`config.mk`:
```
export PLATFORM = sky130hd
export DESIGN_NAME = oamdma
export DESIGN_NICKNAME = d
export VERILOG_FILES = /design/src/rtl/oamdma_pkg.sv /design/src/rtl/oamdma.sv
export SDC_FILE = /design/constraint.sdc
export NUM_CORES = 1
export LEC_CHECK = 0
export CORE_ASPECT_RATIO = 0.75
export CORE_MARGIN = 3
export CORE_UTILIZATION = 50
export DETAILED_ROUTE_END_ITERATION = 6
export GPL_ROUTABILITY_DRIVEN = 0
export PLACE_DENSITY = 0.79
export SLEW_MARGIN = 20
export SYNTH_ARGS = -nofsm -noshare
export SYNTH_HDL_FRONTEND = slang
export SYNTH_SLANG_ARGS = --single-unit
```
`constraint.sdc`:
```
create_clock -name clk -period 2 [get_ports clk]
set_input_delay 0.4 -clock clk [delete_from_list [all_inputs] [get_ports clk]]
set_output_delay 0.4 -clock clk [all_outputs]
set_load 0.02 [all_outputs]
```
`src/rtl/oamdma_pkg.sv`:
```
// Shared state encoding and defaults for the $4014 OAM DMA engine.
// Optional DMC cycle stealing is enabled by defining OAMDMA_DMCSTEAL_EN.
package oamdma_pkg;

  localparam int OAMLEN_DEFAULT = 256;

  typedef enum logic [2:0] {
    ST_IDLE,
    ST_HALT,
    ST_ALIGN,
    ST_READ,
    ST_WRITE
`ifdef OAMDMA_DMCSTEAL_EN
    , ST_DMC
`endif
  } state_t;

endpackage

```
`src/rtl/oamdma.sv`:
```
// OAM DMA engine: halts the CPU and copies one CPU page into the sprite unit
// through $2004-style writes. Define OAMDMA_DMCSTEAL_EN to let DMC reads steal get cycles.
module oamdma
  import oamdma_pkg::*;
#(
  parameter int OAMLEN = OAMLEN_DEFAULT,
  parameter int ADDRW  = 16
) (
  input  logic             clk,
  input  logic             reset,
  input  logic             cputick,
  input  logic             wr4014,
  input  logic [7:0]       regwdata,
  output logic             dmahalt,
  output logic             dmard,
  output logic [ADDRW-1:0] dmaaddr,
  input  logic [7:0]       dmardata,
  output logic             dmawr2004,
  output logic [7:0]       dmawdata,
  output logic             dmabusy
`ifdef OAMDMA_DMCSTEAL_EN
  ,
  input  logic             dmcreq,
  input  logic [ADDRW-1:0] dmcaddr,
  output logic             dmcack
`endif
);

  localparam logic [7:0] IDX_LAST = 8'(OAMLEN - 1);

  state_t           state_q, state_d;
  logic             parity_q;
  logic [7:0]       idx_q, idx_d;
  logic [7:0]       page_q, page_d;
  logic [7:0]       data_q;
  logic [ADDRW-1:0] addr_d;
  logic             rd_d;
`ifdef OAMDMA_DMCSTEAL_EN
  logic             steal_q, steal_d;
`endif

  always_comb begin
    state_d = state_q;
    idx_d   = idx_q;
    page_d  = page_q;
`ifdef OAMDMA_DMCSTEAL_EN
    steal_d = steal_q || (dmcreq && (state_q == ST_READ || state_q == ST_HALT));
`endif
    case (state_q)
      ST_IDLE: begin
        if (wr4014) begin
          page_d  = regwdata;
          idx_d   = '0;
          state_d = ST_HALT;
        end
      end
      // parity_q is the parity of the HALT cycle; READ must land on an even cycle
      ST_HALT:  state_d = parity_q ? ST_READ : ST_ALIGN;
      ST_ALIGN: state_d = ST_READ;
      ST_READ:  state_d = ST_WRITE;
      ST_WRITE: begin
        idx_d   = (idx_q + 8'd1) & IDX_LAST;
        state_d = (idx_q == IDX_LAST) ? ST_IDLE : ST_READ;
      end
`ifdef OAMDMA_DMCSTEAL_EN
      ST_DMC:   state_d = ST_ALIGN;
`endif
      default:  state_d = ST_IDLE;
    endcase
`ifdef OAMDMA_DMCSTEAL_EN
    // A pending steal takes over the next get cycle; the OAM read retries after ALIGN
    if (state_d == ST_READ && steal_d) begin
      state_d = ST_DMC;
      steal_d = 1'b0;
    end
    if (state_d == ST_IDLE) steal_d = 1'b0;
`endif

    rd_d   = (state_d == ST_READ);
    addr_d = '0;
    if (state_d == ST_READ) addr_d = ADDRW'({page_d, idx_d});
`ifdef OAMDMA_DMCSTEAL_EN
    if (state_d == ST_DMC) begin
      rd_d   = 1'b1;
      addr_d = dmcaddr;
    end
`endif
  end

  // Outputs are registered from the next-state decode so they move only on cputick
  always_ff @(posedge clk) begin
    if (reset) begin
      state_q   <= ST_IDLE;
      parity_q  <= 1'b0;
      idx_q     <= '0;
      page_q    <= '0;
      data_q    <= '0;
      dmahalt   <= 1'b0;
      dmabusy   <= 1'b0;
      dmard     <= 1'b0;
      dmaaddr   <= '0;
      dmawr2004 <= 1'b0;
`ifdef OAMDMA_DMCSTEAL_EN
      steal_q   <= 1'b0;
      dmcack    <= 1'b0;
`endif
    end else if (cputick) begin
      state_q   <= state_d;
      parity_q  <= ~parity_q;
      idx_q     <= idx_d;
      page_q    <= page_d;
      if (state_q == ST_READ) data_q <= dmardata;
      dmahalt   <= (state_d != ST_IDLE);
      dmabusy   <= (state_d != ST_IDLE);
      dmard     <= rd_d;
      dmaaddr   <= addr_d;
      dmawr2004 <= (state_d == ST_WRITE);
`ifdef OAMDMA_DMCSTEAL_EN
      steal_q   <= steal_d;
      dmcack    <= (state_d == ST_DMC);
`endif
    end
  end

  assign dmawdata = data_q;

endmodule

```
==> out/qor.yml <==
outcome:
  outcome: "complete, no violations"
route:
  firstDrtPassIters: 4
  avgRoutedWirePerCell_um: 14.1
  antenna_left: 0
  drt_iter0_markers: 172
  vias_per_cell: 5.45
  wl_um: 5060
  vias: 1958
  drt_drc_violations_left: 0
timing:
  period_share_pct: 89.7
  finClkSkew_ns: 0.00490
  fmax_mhz: 557
  post-route-min-period_ns: 1.79
  slew_viol_final: 0
  setup_slack_ns: 0.205
  rsz0062_at_grt: "no"
  setup_violations: 0
  maxSlewHeadroom_pct: 74.8
  setup_tns_ns: 0
  tightest_slew_ns: 0.377
  hold_viol: 0
worst_setup_path:
  worstPathArrival_ns: 1.97
  critPathBufInv: 1
  cp.required_ns: 2.17
  setup.worst_path.start_class: "input pin"
  cpLargestDelayFamily: "simple AND/OR/NAND/NOR gates"
  cp_max_fo: 5
  path_class: "in -> reg"
  slowest_delay_ns: 0.67
  crit_path_top_delay_cell: "or4b_2"
  crit_path_end_kind: "flip-flop"
  worstPathCellList: "clkdlybuf4s50_1, or4b_2, nand2_1, mux2_2, o32ai_1"
die:
  fp-row-count: 20
  core_region_area_sq_um: 4100
  dieWidth_um: 82.1
  initial_core_util_pct: 52.9
  dieArea_sq_um: 5180
  die_h_um: 63.1
  ioPinCount: 48
synthesis:
  syn_area_per_cell_sq_um: 8.41
  ys.warnings.count: 0
  netlist_instances: 258
  synthesis.area_sq_um: 2170
  synth_ff_type: "dfxtp_1"
  yosysUniqueCellTypes: 45
  synth_nets: 279
  synth-edff-count: 0
  ys_ff_latch: 47
  synth-async-reset-ratio_pct: 0
  seq_area_frac_synth_pct: 43.3
power_and_ir_drop:
  cellLeakagePower_nw: 0.994
  p_total_w: 0.00208
  clkPwrFrac_pct: 38.9
  combPwrFrac_pct: 13.5
  power_frac_seq_pct: 47.7
  ir_worst_vdd_mv: 0.448
  swShare_pct: 22.8
  power.internal_w: 0.00160
  power.density_nw_per_um2: 723
  p_switching_w: 0.000474
placement:
  hpwlAfterDp_um: 3440
  portBuffers: 47
  dp.cells: 351
  dp_worst_setup_slack_ns: -0.0873
clock_tree:
  insertion_delay_ns: 0.29
  ctsHoldBuffers: 0
  clockBufferDepth: 2
  cts_setup_buffers: 0
  h-tree-depth: 2
  numClockSinks: 47
  cts_tree: "done"
  cts_root_buf: "clkbuf_8"
  cts_buffers: 5
  clk_pin_slew_ns: 0.08
  post_cts_resized: 0
grt:
  grt_pass1_wl_um: 8810
  grt_util_all_layers_pct: 21.2
  antenna_found_initial: 0
  gr-total-overflow: 0
  grt_max_degree: 26
  grt_pass1_vias: 1915
layout:
  n_antenna_cell: 0
  final_cells: 359
  nNetsFinal: 324
  area_growth_pct: 32.4
  drive_above_1_share_pct: 12.2
worst_hold_path:
  hp-class: "reg -> reg"
run:
  maxCapViolations: 0
-- final cells by class --
type	instances	area (sq um)
clock buffer	6	72.6
clock inverter	2	60.1
fill	339	1230
inverter	2	7.51
multi-input combinational	187	1120
sequential	47	941
tap	55	68.8
timing repair buffer	60	606
-- synth_stat cells (all sizes together), types with 2 or more instances --
library cell | number | area share (%)
xnor2 | 2 | 0.81
nand2 | 45 | 7.8
nand3b | 2 | 0.69
and3 | 3 | 0.86
nand2b | 2 | 0.58
o21ai | 3 | 0.69
a21oi | 34 | 7.8
clkbuf | 12 | 2.1
dfxtp | 47 | 43
nor2 | 23 | 4.3
nor3 | 13 | 3.0
a211oi | 6 | 2.1
buf | 10 | 2.7
mux2 | 10 | 5.2
nand3 | 7 | 1.6
o32ai | 5 | 2.0
nand4 | 2 | 0.58
o211ai | 8 | 2.8
nor2b | 2 | 0.58
-- cell usage in the layout, fill, tap and decap left out, types with 2 or more instances in the layout --
cell type | netlist | final
bufinv_16 | 0 | 2
mux2_2 | 10 | 10
o211ai_1 | 8 | 8
dfxtp_1 | 47 | 47
nand4_1 | 2 | 2
o32ai_1 | 5 | 5
nand3_1 | 7 | 7
a211oi_1 | 6 | 6
a21oi_1 | 34 | 34
nor2_1 | 22 | 22
xnor2_1 | 2 | 2
nor3_1 | 13 | 13
nand2_1 | 45 | 45
nand3b_1 | 2 | 2
nand2b_1 | 2 | 2
clkbuf_8 | 0 | 5
nor2b_1 | 2 | 2
buf_12 | 0 | 3
and3_1 | 3 | 3
clkdlybuf4s50_1 | 0 | 47
o21ai_0 | 3 | 3
buf_4 | 1 | 10
-- power by group through the flow --
stage	clock network [W]	logic, W	registers [W]
2_1_floorplan	0	0.000159	0.00101
3_3_place_gp	0	0.000273	0.00101
3_5_place_dp	0	0.000278	0.00101
4_1_cts	0.000826	0.000281	0.000990
5_1_grt	0.000863	0.000306	0.000995
6_report	0.000807	0.000280	0.000990
-- tightest hold or removal path, cell delays in order, from the launching register on --
cell	delay, ns
dfxtp_1	0.31
nand2_1	0.05
a21oi_1	0.05
-- per-stage QoR --
stage	instance area, sq um	utilization (%)	hold WS (ns)
after CTS	2880	70.1	0.458
after global placement	2740	66.8	0.441
after global routing	2880	70.1	0.471
after floorplan	2170	-	0.434
after detailed placement	2740	66.8	0.446
final	2880	70.1	0.454
-- final timing paths --
check,startpoint,to,slack (ns),cells past startpoint
setup reg to reg,state_q[1],dmaaddr[6],0.22,5
setup / recovery,wr4014,dmaaddr[6],0.21,5
hold / removal,dmawdata[5],dmawdata[5],0.45,2
hold reg to reg,dmawdata[5],dmawdata[5],0.45,2
-- routing by layer --
metal,vias to the layer above,global-route usage (%),wire (um)
li1,1000,-,-
met1,899,29.2,2380
met2,55,32.4,2290
met3,4,6.71,355
met4,0,4.56,31
met5,-,0,0
-- sequential cells by signal, summed over array words and instances, names as in the netlist --
name and count:
parity_q 1, dmabusy 1, idx_q 8, page_q 8
dmaaddr 16, state_q 3, dmard 1, dmawr2004 1
dmawdata 8
-- logic make-up after synthesis --
| kind of cell | after synthesis | synth area share (%) |
|---|---|---|
| AND/OR/NAND/NOR | 109 | 24.8 |
| AO/OA/AOI/OAI | 65 | 20.2 |
| flip-flops | 47 | 43.3 |
| buffers and inverters | 24 | 5.07 |
| multiplexers | 10 | 5.19 |
| XOR/XNOR | 2 | 0.807 |
| adder cells (fa/ha/maj) | 1 | 0.576 |
Power figures use the tool's default switching activity.
